--- src/rtl/fetch_pc_sequencer_pkg.sv ---
// fetch_pkg: shared types and constants for the fetch PC sequencer.
//   state_t     - sequencer FSM state (IDLE/RUN/HALT); encoding 2'b11 unused
//   STATE_W     - width of the state encoding as seen on state_o
//   DEFAULT_INC - default PC increment per accepted fetch
package fetch_pkg;

   localparam int unsigned STATE_W     = 2;
   localparam int unsigned DEFAULT_INC = 4;

   typedef enum logic [STATE_W-1:0] {
      IDLE = 2'b00,
      RUN  = 2'b01,
      HALT = 2'b10
   } state_t;

endpackage

--- src/rtl/fetch_pc_sequencer_pc_incrementer.sv ---
// pc_incrementer: combinational N-bit unsigned adder computing pc + INC.
//   pc    - current program counter (N bits)
//   sum   - (pc + INC) mod 2^N
//   carry - carry-out of the add (sum wrapped past 2^N)
module pc_incrementer #(
   parameter int unsigned N   = 32,
   parameter int unsigned INC = 4
) (
   input  logic [N-1:0] pc,
   output logic [N-1:0] sum,
   output logic         carry
);

   always_comb begin
      {carry, sum} = {1'b0, pc} + (N+1)'(INC);
   end

endmodule

--- src/rtl/fetch_pc_sequencer.sv ---
// fetch_pc_sequencer: program-counter sequencer for the fetch stage.
//   clk, rst_n        - clock (rising edge), asynchronous active-low reset
//   en_i              - leave IDLE and start fetching
//   halt_i            - move from RUN to HALT
//   redirect_valid_i  - load redirect_pc_i as the next PC (any state);
//                       also resumes RUN from HALT
//   redirect_pc_i     - redirect target
//   pc_ready_i        - downstream accepts the current PC
//   pc_o, pc_valid_o  - current PC and its fetch-request valid
//   wrap_o            - one-cycle pulse: last increment carried out of N bits
//   fetch_count_o     - accepted-fetch count, wraps mod 2^CW
//   state_o           - current FSM state encoding
module fetch_pc_sequencer
   import fetch_pkg::*;
#(
   parameter int unsigned   N        = 32,
   parameter int unsigned   INC      = DEFAULT_INC,
   parameter logic [N-1:0]  RESET_PC = '0,
   parameter int unsigned   CW       = 16
) (
   input  logic                clk,
   input  logic                rst_n,
   input  logic                en_i,
   input  logic                halt_i,
   input  logic                redirect_valid_i,
   input  logic [N-1:0]        redirect_pc_i,
   input  logic                pc_ready_i,
   output logic [N-1:0]        pc_o,
   output logic                pc_valid_o,
   output logic                wrap_o,
   output logic [CW-1:0]       fetch_count_o,
   output logic [STATE_W-1:0]  state_o
);

   state_t        state;
   state_t        state_next;
   logic          valid;
   logic          handshake;
   logic [N-1:0]  pc_sum;
   logic          pc_carry;

   pc_incrementer #(
      .N   (N),
      .INC (INC)
   ) u_pc_incrementer (
      .pc    (pc_o),
      .sum   (pc_sum),
      .carry (pc_carry)
   );

   // State register
   always_ff @(posedge clk or negedge rst_n) begin
      if (!rst_n) begin
         state <= IDLE;
      end else begin
         state <= state_next;
      end
   end

   // Next-state logic; halt outranks staying in RUN, redirect resumes HALT
   always_comb begin
      state_next = state;
      case (state)
         IDLE:    if (en_i)             state_next = RUN;
         RUN:     if (halt_i)           state_next = HALT;
         HALT:    if (redirect_valid_i) state_next = RUN;
         default:                       state_next = IDLE;
      endcase
   end

   // Outputs decoded from the state register only, so they stay registered
   always_comb begin
      valid   = (state == RUN);
      state_o = state;
   end

   assign pc_valid_o = valid;
   assign handshake  = valid & pc_ready_i;

   // Redirect wins over increment, but an accepted PC is still counted
   always_ff @(posedge clk or negedge rst_n) begin
      if (!rst_n) begin
         pc_o          <= RESET_PC;
         fetch_count_o <= '0;
         wrap_o        <= 1'b0;
      end else begin
         if (redirect_valid_i) begin
            pc_o <= redirect_pc_i;
         end else if (handshake) begin
            pc_o <= pc_sum;
         end
         if (handshake) begin
            fetch_count_o <= fetch_count_o + CW'(1);
         end
         wrap_o <= handshake & ~redirect_valid_i & pc_carry;
      end
   end

endmodule

--- config.mk ---
export PLATFORM = sky130hd
export DESIGN_NAME = fetch_pc_sequencer
export DESIGN_NICKNAME = d
export VERILOG_FILES = /design/src/rtl/fetch_pc_sequencer_pkg.sv /design/src/rtl/fetch_pc_sequencer_pc_incrementer.sv /design/src/rtl/fetch_pc_sequencer.sv
export SDC_FILE = /design/constraint.sdc
export NUM_CORES = 1
export LEC_CHECK = 0
export ABC_CLOCK_PERIOD_IN_PS = 3000
export BUFFER_PORTS_ARGS = -buffer_cell sky130_fd_sc_hd__clkbuf_2
export CAP_MARGIN = 20
export CORE_AREA = 2 2 88 69
export DETAILED_ROUTE_END_ITERATION = 7
export DIE_AREA = 0 0 90 71
export PLACE_DENSITY = 0.79
export REMOVE_ABC_BUFFERS = 1
export SETUP_SLACK_MARGIN = 0.3
export SLEW_MARGIN = 5
export SYNTH_ARGS = -nofsm -noshare
export SYNTH_HDL_FRONTEND = slang
export SYNTH_SLANG_ARGS = --single-unit
export TNS_END_PERCENT = 5
--- constraint.sdc ---
create_clock -name clk -period 3 [get_ports clk]
set_clock_uncertainty 0.15 [all_clocks]
set_input_delay 0.9 -clock clk [delete_from_list [all_inputs] [get_ports clk]]
set_output_delay 0.9 -clock clk [all_outputs]
set_load 0.05 [all_outputs]
==> impl_metrics.yaml, run 1 <==
cts:
  cts_tree: "done"
  hold_buffers: 0
  postCtsResizedCells: 0
  ctsRootBufferMaster: "clkbuf_8"
  cts_made_buffers: 5
  htree_levels: 2
  clk_latency_ns: 0.31
  post-cts-setup-buffer-count: 0
  clk_pin_slew_worst_paths_ns: 0.10
  clkSinkCount: 51
  clk_path_buf_depth: 2
placed_design:
  io_buffers: 89
  gp_congestion: 0.898
  place_inst: 449
  place_area_um2: 3270
  dpl.hpwl_mm: 4.98
yosys:
  synthTopCellsByArea: "dfrtp_1, xnor2_1, nand2_1"
  ys_types: 40
  avgSynthCellArea_um2: 9.39
  synth.cell_area_um2: 2750
  yosysTopAreaCell: "dfrtp_1"
  synthArstFlopShare_pct: 100
  ys.flop_type: "dfrtp_1"
  synth_edf_count: 0
  yosys.area.top_type_share_pct: 46.4
  ys_warn_count: 0
  syn-instance-count: 293
  synth-seq-cells: 51
  synth_seq_area_share_pct: 46.4
routing:
  wl_per_cell_um: 14.8
  drt_iter0_markers: 156
  wl_mm: 6.76
  ant_nets: 0
  firstDrtPassIters: 4
  vias: 2570
  drc: 0
  vias_per_cell: 5.62
sta:
  hold_viol: 0
  slew_violations: 0
  grt_setup_unrepaired: "no"
  finalSetupViolations: 0
  finalCriticalPeriod_ns: 2.59
  relSlewSlack_pct: 54.0
  worst_pin_slew_ns: 0.680
  tns_ns: 0
  max_clock_freq_mhz: 386
  min_period_over_period_pct: 86.2
die:
  die_w_um: 90
  ioPinCount: 90
  initial_utilization_pct: 49.2
  die_area_um2: 6390
  die_y_um: 71
  num_rows: 24
  core-area_um2: 5590
power_and_ir_drop:
  ir_drop_mv: 0.484
  p_seq_share_pct: 45.1
  internal_power_w: 0.00114
  power_frac_clock_pct: 19.4
  p_sw_share_pct: 44.6
  comb_power_share_pct: 35.5
  p_leak_nw: 1.50
  p_per_area_nw_per_um2: 611
  p_sw_w: 0.000917
worst_setup_path:
  crit_fanout: 8
  critPathSlowestCell: "dfrtp_1"
  worstSetupStartpointType: "register"
  cp.arrival_ns: 1.54
  path_cells: "or2b_1 > inv_1 > clkbuf_2"
  cp-end-kind: "output pin"
  required_ns: 1.95
  crit_type: "reg2out"
  slowest_delay_ns: 0.53
global_route:
  antenna_found_initial: 0
  grt_max_degree: 52
  grt_pass1_vias: 2509
  grt_pass1_wl_mm: 11.7
  grt_usage_pct: 22.7
  grt-ovfl-total: 0
cells_and_area:
  nFillCells: 531
  drive_gt1_share_pct: 28.8
  seqCellArea_um2: 1280
  diodes: 0
  finalInstanceArea_um2: 3360
  multi_input_area_um2: 1380
  finalNonFillerCells: 457
  area_growth_pct: 22.2
  nets: 418
run:
  cap_violations: 0
min_path:
  hp-class: "reg2reg"
outcome:
  status: "finished, final reports clean"
[cell families after synthesis]
family | synth area share, %
flops | 46.4
simple gates | 27.9
mux | 1.55
buf+inv | 3.59
xor+xnor | 8.28
compound gates | 11.4
fa+ha+maj | 0.910
[power groups by stage]
| stage | logic [W] | clock network [W] | registers (W) |
|---|---|---|---|
| 6_report | 0.000729 | 0.000399 | 0.000926 |
| 5_1_grt | 0.000778 | 0.000432 | 0.000945 |
| 3_3_place_gp | 0.000720 | 0 | 0.000932 |
| 3_5_place_dp | 0.000733 | 0 | 0.000938 |
| 2_1_floorplan | 0.000228 | 0 | 0.00121 |
| 4_1_cts | 0.000736 | 0.000404 | 0.000925 |
[cell usage after synthesis (all sizes together), types with 2 or more instances]
master / n
inv: 8
or4: 14
buf: 2
nand2: 36
mux2: 2
nand3: 14
o211ai: 2
nor2: 20
and3: 4
ha: 2
a31oi: 15
mux2i: 2
xnor2: 19
nand4: 16
nor4: 8
and4: 3
o41ai: 2
o21ai: 15
dfrtp: 51
o31ai: 12
or3: 6
nor3: 5
nand4b: 3
clkbuf: 14
xor2: 7
[state kept, by name, indices dropped and copies added (netlist names)]
signal / cells
fetch_count_o: 16
wrap_o: 1
pc_o: 32
state_o: 2
[area by class of cell]
type                    instances  area share, %
clock inverters                 2          0.372
repair buffers                 94           14.7
well taps                      78           2.91
multi-input cells             218           40.9
flip-flops and latches         51           38.0
inverters                       8          0.894
clock buffers                   6           2.16
[per-stage QoR]
stage,setup slack [ns],hold WS [ns],util (%),total power [W]
2_1_floorplan,0.475,0.454,-,0.00144
3_3_place_gp,0.311,0.312,58.6,0.00165
3_5_place_dp,0.250,0.316,58.6,0.00167
4_1_cts,0.404,0.334,60.1,0.00206
5_1_grt,0.353,0.372,60.1,0.00215
6_report,0.413,0.325,60.1,0.00205
[worst paths after layout]
check                                       start                end  slack, ns  cells after the start
max in group asynchronous                   rst_n           pc_o[20]       2.06                      2
worst max register to register         state_o[1]           pc_o[27]       0.67                      4
worst min-delay path            fetch_count_o[15]  fetch_count_o[15]       0.33                      1
min in group asynchronous                   rst_n   fetch_count_o[5]       0.41                      2
worst max-delay path                   state_o[0]         pc_valid_o       0.41                      3
worst min register to register  fetch_count_o[15]  fetch_count_o[15]       0.33                      1
[routing by layer]
layer  vias to the layer above  part of all wire, %  GRT usage, %
met2                        75                   47          35.7
li1                       1261                    -             -
met5                         -                    0             0
met4                         0                  1.8          8.89
met1                      1221                   46          31.3
met3                        13                  4.9          4.58
[cell usage in the layout (no fill, tap or decap), types with 2 or more instances in the layout]
| cell type | synthesis | routed |
|---|---|---|
| clkbuf_2 | 0 | 89 |
| o211ai_1 | 2 | 2 |
| nand4b_1 | 2 | 2 |
| inv_1 | 8 | 8 |
| xnor2_1 | 19 | 19 |
| mux2i_1 | 2 | 2 |
| o41ai_1 | 2 | 2 |
| nor4_1 | 8 | 8 |
| ha_1 | 2 | 2 |
| clkbuf_8 | 0 | 5 |
| nor2_1 | 20 | 20 |
| xor2_1 | 7 | 7 |
| nand4_1 | 16 | 16 |
| a31oi_1 | 15 | 15 |
| nor3_1 | 5 | 5 |
| and3_1 | 4 | 4 |
| and4_1 | 3 | 3 |
| nand2_1 | 36 | 36 |
| or3_1 | 6 | 6 |
| o21ai_0 | 15 | 15 |
| buf_4 | 0 | 4 |
| or4_1 | 13 | 13 |
| dfrtp_1 | 51 | 51 |
| o31ai_1 | 12 | 12 |
| nand3_1 | 13 | 13 |
| mux2_2 | 2 | 2 |
[critical path, delay by kind of cell (launching register included)]
kind | cells | cell delay, ns
flops | 1 | 0.53
buf+inv | 2 | 0.36
simple gates | 1 | 0.33
(Power assumes the default switching activity.)
==> run 2, diff against run 1 <==
--- a/config.mk
+++ b/config.mk
@@ -5,12 +5,13 @@
 export SDC_FILE = /design/constraint.sdc
 export NUM_CORES = 1
 export LEC_CHECK = 0
+export ABC_AREA = 1
 export ABC_CLOCK_PERIOD_IN_PS = 3000
 export BUFFER_PORTS_ARGS = -buffer_cell sky130_fd_sc_hd__clkbuf_2
 export CAP_MARGIN = 20
-export CORE_AREA = 2 2 88 69
+export CORE_AREA = 2 2 95 74
 export DETAILED_ROUTE_END_ITERATION = 7
-export DIE_AREA = 0 0 90 71
+export DIE_AREA = 0 0 97 76
 export PLACE_DENSITY = 0.79
 export REMOVE_ABC_BUFFERS = 1
 export SETUP_SLACK_MARGIN = 0.3
==> impl_metrics.yaml, run 2 <==
cells_and_area:
  nFillCells: 627
  final_common_cell: "nand2_1"
  largest_reg_flops: 32
  nets: 616
  drive_gt1_share_pct: 23.6
  final_cell_mix: "nand2_1, clkbuf_2, inv_1"
  area_growth_pct: 18.9
  finalInstanceArea_um2: 3960
  diodes: 0
  final_util_pct: 60.6
  regMostFlops: "pc_o"
die:
  die_y_um: 76
  core-area_um2: 6540
  num_rows: 26
  ioPinCount: 90
  initial_utilization_pct: 50.9
  die_w_um: 97
  die_area_um2: 7370
sta:
  finalCriticalPeriod_ns: 2.26
  relSlewSlack_pct: 56.4
  hold_viol: 0
  max_clock_freq_mhz: 443
  finalSetupViolations: 0
  slew_violations: 0
  worst_pin_slew_ns: 0.654
  grt_setup_unrepaired: "no"
  fin_ws_ns: 0.741
  tns_ns: 0
  fin_hold_ws_ns: 0.344
  min_period_over_period_pct: 75.3
yosys:
  synthTopCellsByArea: "dfrtp_1, nand2_1, nand3_1"
  yosysMostFrequentCell: "nand2_1"
  ys_warn_count: 0
  yosys.area.top_type_share_pct: 38.3
  synth_edf_count: 0
  ys.flop_type: "dfrtp_1"
  syn-instance-count: 485
  synth_seq_area_share_pct: 38.3
  yosys-top-cells-count: "nand2_1, inv_1, dfrtp_1"
  synth.cell_area_um2: 3330
  synthArstFlopShare_pct: 100
  ys_types: 33
  avgSynthCellArea_um2: 6.86
  synth-seq-cells: 51
  yosysTopAreaCell: "dfrtp_1"
worst_setup_path:
  crit_path_start: "state_o[1]"
  worstReg2RegEnd: "pc_o[3]"
  crit_type: "reg2out"
  critPathSlowestCell: "dfrtp_1"
  required_ns: 1.95
  rrSetupSlack_ns: 1.15
  slowest_delay_ns: 0.44
  cp.arrival_ns: 1.21
  regToRegStartpoint: "state_o[1]"
  path_cells: "nor2_4 > clkbuf_2"
  crit_path_end: "pc_valid_o"
  cp-end-kind: "output pin"
  reg2reg_depth: 6
  crit_fanout: 4
  worstSetupStartpointType: "register"
global_route:
  grt_pass1_vias: 3145
  grt_max_degree: 52
  grt_usage_pct: 24.1
  grt-ovfl-total: 0
  grt_pass1_wl_mm: 14.8
  antenna_found_initial: 0
cts:
  htree_levels: 2
  clk_path_buf_depth: 2
  post-cts-setup-buffer-count: 0
  hold_buffers: 0
  cts_made_buffers: 5
  clk_pin_slew_worst_paths_ns: 0.09
  postCtsResizedCells: 0
  clk_latency_ns: 0.31
  clkSinkCount: 51
  ctsRootBufferMaster: "clkbuf_8"
  cts_tree: "done"
outcome:
  status: "finished, final reports clean"
power_and_ir_drop:
  ir_drop_mv: 0.411
  internal_power_w: 0.00134
  power_frac_clock_pct: 16.2
  p_sw_share_pct: 51.1
  comb_power_share_pct: 46.2
  p_per_area_nw_per_um2: 692
  p_seq_share_pct: 37.6
  p_sw_w: 0.00140
  p_leak_nw: 2.06
placed_design:
  pre_cts_ws_ns: 0.733
  gp_congestion: 0.893
  place_area_um2: 3860
  dpl.hpwl_mm: 6.59
  io_buffers: 89
routing:
  vias_per_cell: 5.12
  drc: 0
  vias: 3384
  drt_iter0_markers: 223
  ant_nets: 0
  firstDrtPassIters: 5
  wl_per_cell_um: 12.8
  wl_mm: 8.47
run:
  cap_violations: 0
min_path:
  hp-class: "reg2reg"
==> run 2: changes by cell type after synthesis, moves of 14 or more <==
cell | previous run | this run
nand3_1 | 13 | 43
nand2_1 | 36 | 181
nor2_1 | 20 | 46
a31oi_1 | 15 | 1
inv_1 | 8 | 54
==> run 2: worst min path at each step <==
stage                 start          endpoint  slack [ns]  cells past startpoint
global placement    pc_o[0]           pc_o[0]        0.32                      2
global route        pc_o[0]           pc_o[0]        0.39                      2
detailed placement  pc_o[0]           pc_o[0]        0.32                      2
floorplan             rst_n  fetch_count_o[0]        0.45                      0
CTS                 pc_o[0]           pc_o[0]        0.35                      2
finish              pc_o[0]           pc_o[0]        0.34                      2
==> run 2: power by group through the flow <==
stage	combinational, W	sequential, W	clock, W
after floorplan	0.000496	0.00147	0
after global placement	0.00125	0.00103	0
after CTS	0.00128	0.00103	0.000454
after detailed placement	0.00127	0.00104	0
after global routing	0.00137	0.00106	0.000480
final	0.00127	0.00103	0.000444
==> run 2: cell families (layout without fill, tap and decap cells) <==
group	after synthesis	count (layout)	share of synthesized area, %
AOI/OAI and AO/OA	29	29	4.92
DFF	51	51	38.3
adders and majority gates	2	2	0.751
and+or+nand+nor	317	317	43.1
xor gates and xnor gates	17	17	4.70
buffers and inverters	69	161	8.15
==> run 2: metal layers <==
metal | part of all wire (%) | vias up | GRT usage [%] | wire length (um)
li1 | - | 1699 | - | -
met3 | 6.7 | 4 | 4.22 | 565
met1 | 48 | 1575 | 36.5 | 4080
met4 | 0.67 | 0 | 4.93 | 57
met2 | 44 | 106 | 36.5 | 3770
met5 | 0 | - | 0 | 0
==> run 2: worst max-delay path: cells and delay by family, from the launching register on <==
kind | cells | cell delay, ns
AND/OR/NAND/NOR | 1 | 0.17
flip-flops | 1 | 0.44
buffers and inverters | 1 | 0.30
==> run 2: cell type report <==
class	count	area, um^2	share of cell area [%]
multi-input cells	365	1780	45.0
flip-flops and latches	51	1280	32.2
repair buffers	91	460	11.6
inverters	62	233	5.88
well taps	84	105	2.65
clock buffers	7	96.3	2.43
clock inverters	1	7.51	0.190
==> run 2: metrics by stage <==
stage | total power (W) | cells
5_1_grt | 0.00291 | 661
3_3_place_gp | 0.00228 | 653
6_report | 0.00274 | 661
4_1_cts | 0.00275 | 661
2_1_floorplan | 0.00197 | 478
3_5_place_dp | 0.00231 | 653
==> run 3, diff against run 2 <==
--- a/config.mk
+++ b/config.mk
@@ -5,13 +5,13 @@
 export SDC_FILE = /design/constraint.sdc
 export NUM_CORES = 1
 export LEC_CHECK = 0
-export ABC_AREA = 1
-export ABC_CLOCK_PERIOD_IN_PS = 3000
+export ABC_AREA = 0
+export ABC_CLOCK_PERIOD_IN_PS = 2200
 export BUFFER_PORTS_ARGS = -buffer_cell sky130_fd_sc_hd__clkbuf_2
 export CAP_MARGIN = 20
-export CORE_AREA = 2 2 95 74
+export CORE_AREA = 2 2 88 69
 export DETAILED_ROUTE_END_ITERATION = 7
-export DIE_AREA = 0 0 97 76
+export DIE_AREA = 0 0 90 71
 export PLACE_DENSITY = 0.79
 export REMOVE_ABC_BUFFERS = 1
 export SETUP_SLACK_MARGIN = 0.3
==> constraint.sdc (replaced) <==
create_clock -name clk -period 2.2 [get_ports clk]
set_clock_uncertainty 0.15 [all_clocks]
set_input_delay 0.66 -clock clk [delete_from_list [all_inputs] [get_ports clk]]
set_output_delay 0.66 -clock clk [all_outputs]
set_load 0.05 [all_outputs]
==> impl_metrics.yaml, run 3 (same netlist as run 1, synthesis figures left out) <==
outcome:
  status: "finished, final reports clean"
cells_and_area:
  largest_reg_flops: 32
  area_growth_pct: 45.9
  diodes: 0
  final_common_cell: "clkbuf_2"
  final_cell_mix: "clkbuf_2, dfrtp_1, buf_4"
  regMostFlops: "pc_o"
  nets: 456
  drive_gt1_share_pct: 43.4
power_and_ir_drop:
  p_per_area_nw_per_um2: 802
  p_sw_w: 0.00140
  p_seq_share_pct: 38.2
  comb_power_share_pct: 44.2
  p_sw_share_pct: 43.4
  power_frac_clock_pct: 17.6
  ir_drop_mv: 0.601
  internal_power_w: 0.00182
  p_leak_nw: 1.79
  finalPower_w: 0.00322
worst_setup_path:
  cp-end-kind: "register"
  crit_type: "reg2reg"
  cp.arrival_ns: 2.29
  worstSetupStartpointType: "register"
  required_ns: 2.30
  crit_fanout: 10
cts:
  clk_pin_slew_worst_paths_ns: 0.10
  htree_levels: 2
  cts_tree: "done"
  cts_made_buffers: 5
  clk_latency_ns: 0.32
  ctsRootBufferMaster: "clkbuf_8"
  clkSinkCount: 51
  clk_path_buf_depth: 2
routing:
  wl_mm: 8.35
  vias: 2922
  firstDrtPassIters: 5
  vias_per_cell: 5.90
  wl_per_cell_um: 16.9
  drc: 0
  ant_nets: 0
  drt_iter0_markers: 266
global_route:
  met2_usage_pct: 38.9
  grt_use_met1_pct: 33.5
  grt_pass1_wl_mm: 12.4
  grt_pass1_vias: 2603
  grt-ovfl-total: 0
  antenna_found_initial: 0
  busiest_layer: "met2"
  grt_max_degree: 52
  met3_usage_pct: 4.05
  grt_usage_pct: 23.8
sta:
  finalCriticalPeriod_ns: 2.19
  grt_setup_unrepaired: "yes"
  tns_ns: 0
  worst_pin_slew_ns: 0.469
  hold_viol: 0
  max_clock_freq_mhz: 456
  finalSetupViolations: 0
  min_period_over_period_pct: 99.6
  slew_violations: 0
  relSlewSlack_pct: 68.5
placed_design:
  gp_congestion: 0.915
  dpl.hpwl_mm: 5.49
  io_buffers: 89
die:
  ioPinCount: 90
  initial_utilization_pct: 49.2
  die_area_um2: 6390
  num_rows: 24
  die_w_um: 90
  core-area_um2: 5590
  die_y_um: 71
min_path:
  hp-class: "in2async"
run:
  cap_violations: 0
-- run 3: what timing repair did --
item,in CTS,in global routing
gates cloned,0,0
hold buffers,0,0
buffers inserted,4,0
pin swaps,3,29
endpoints found under the setup margin,40,56
gates resized for setup,9,133
-- run 3: stage by stage --
| step | cell area [um^2] | utilization (%) | std cells | hold WS, ns | setup slack (ns) |
|---|---|---|---|---|---|
| 2_1_floorplan | 2680 | - | 277 | 0.214 | -0.325 |
| 3_3_place_gp | 3530 | 63.2 | 483 | 0.312 | -0.110 |
| 3_5_place_dp | 3530 | 63.2 | 483 | 0.313 | -0.180 |
| 4_1_cts | 3690 | 66.0 | 495 | 0.181 | 0.0697 |
| 5_1_grt | 4010 | 71.8 | 495 | 0.189 | -0.0374 |
| 6_report | 4010 | 71.8 | 495 | 0.163 | 0.00811 |
-- run 3: cell type report --
| type | count | area, um^2 |
|---|---|---|
| timing repair buffer | 132 | 963 |
| fill | 438 | 1570 |
| sequential | 51 | 1280 |
| inverter | 8 | 30.0 |
| tap | 78 | 97.6 |
| clock buffer | 5 | 68.8 |
| clock inverter | 3 | 20.0 |
| multi-input combinational | 218 | 1550 |
-- run 3: worst paths after layout --
path,start,to,cells after the start,slack [ns]
min,rst_n,fetch_count_o[6],2,0.16
max in group asynchronous,rst_n,pc_o[6],2,1.47
min in group clk,fetch_count_o[15],fetch_count_o[15],1,0.33
min reg2reg,fetch_count_o[15],fetch_count_o[15],1,0.33
max reg2reg,pc_o[19],pc_o[31],4,0.008
max,pc_o[19],pc_o[31],4,0.008
-- run 3: critical path: stages (launching register included) --
cell,delay [ns]
dfrtp_1,0.46
nand4_1,0.16
or4_4,0.62
or4_4,0.53
a31oi_4,0.21
-- run 3: power groups by stage --
stage	registers [W]	logic (W)	clock network, W
4_1_cts	0.00120	0.00127	0.000565
3_5_place_dp	0.00122	0.00116	0
5_1_grt	0.00124	0.00150	0.000602
6_report	0.00123	0.00142	0.000568
3_3_place_gp	0.00121	0.00114	0
2_1_floorplan	0.00166	0.000311	0
-- run 3: layer usage --
metal | wire length, um | share of wire (%) | vias up
li1 | - | - | 1328
met1 | 3370 | 40 | 1413
met2 | 4150 | 50 | 163
met3 | 673 | 8.1 | 18
met4 | 161 | 1.9 | 0
met5 | 0 | 0 | -
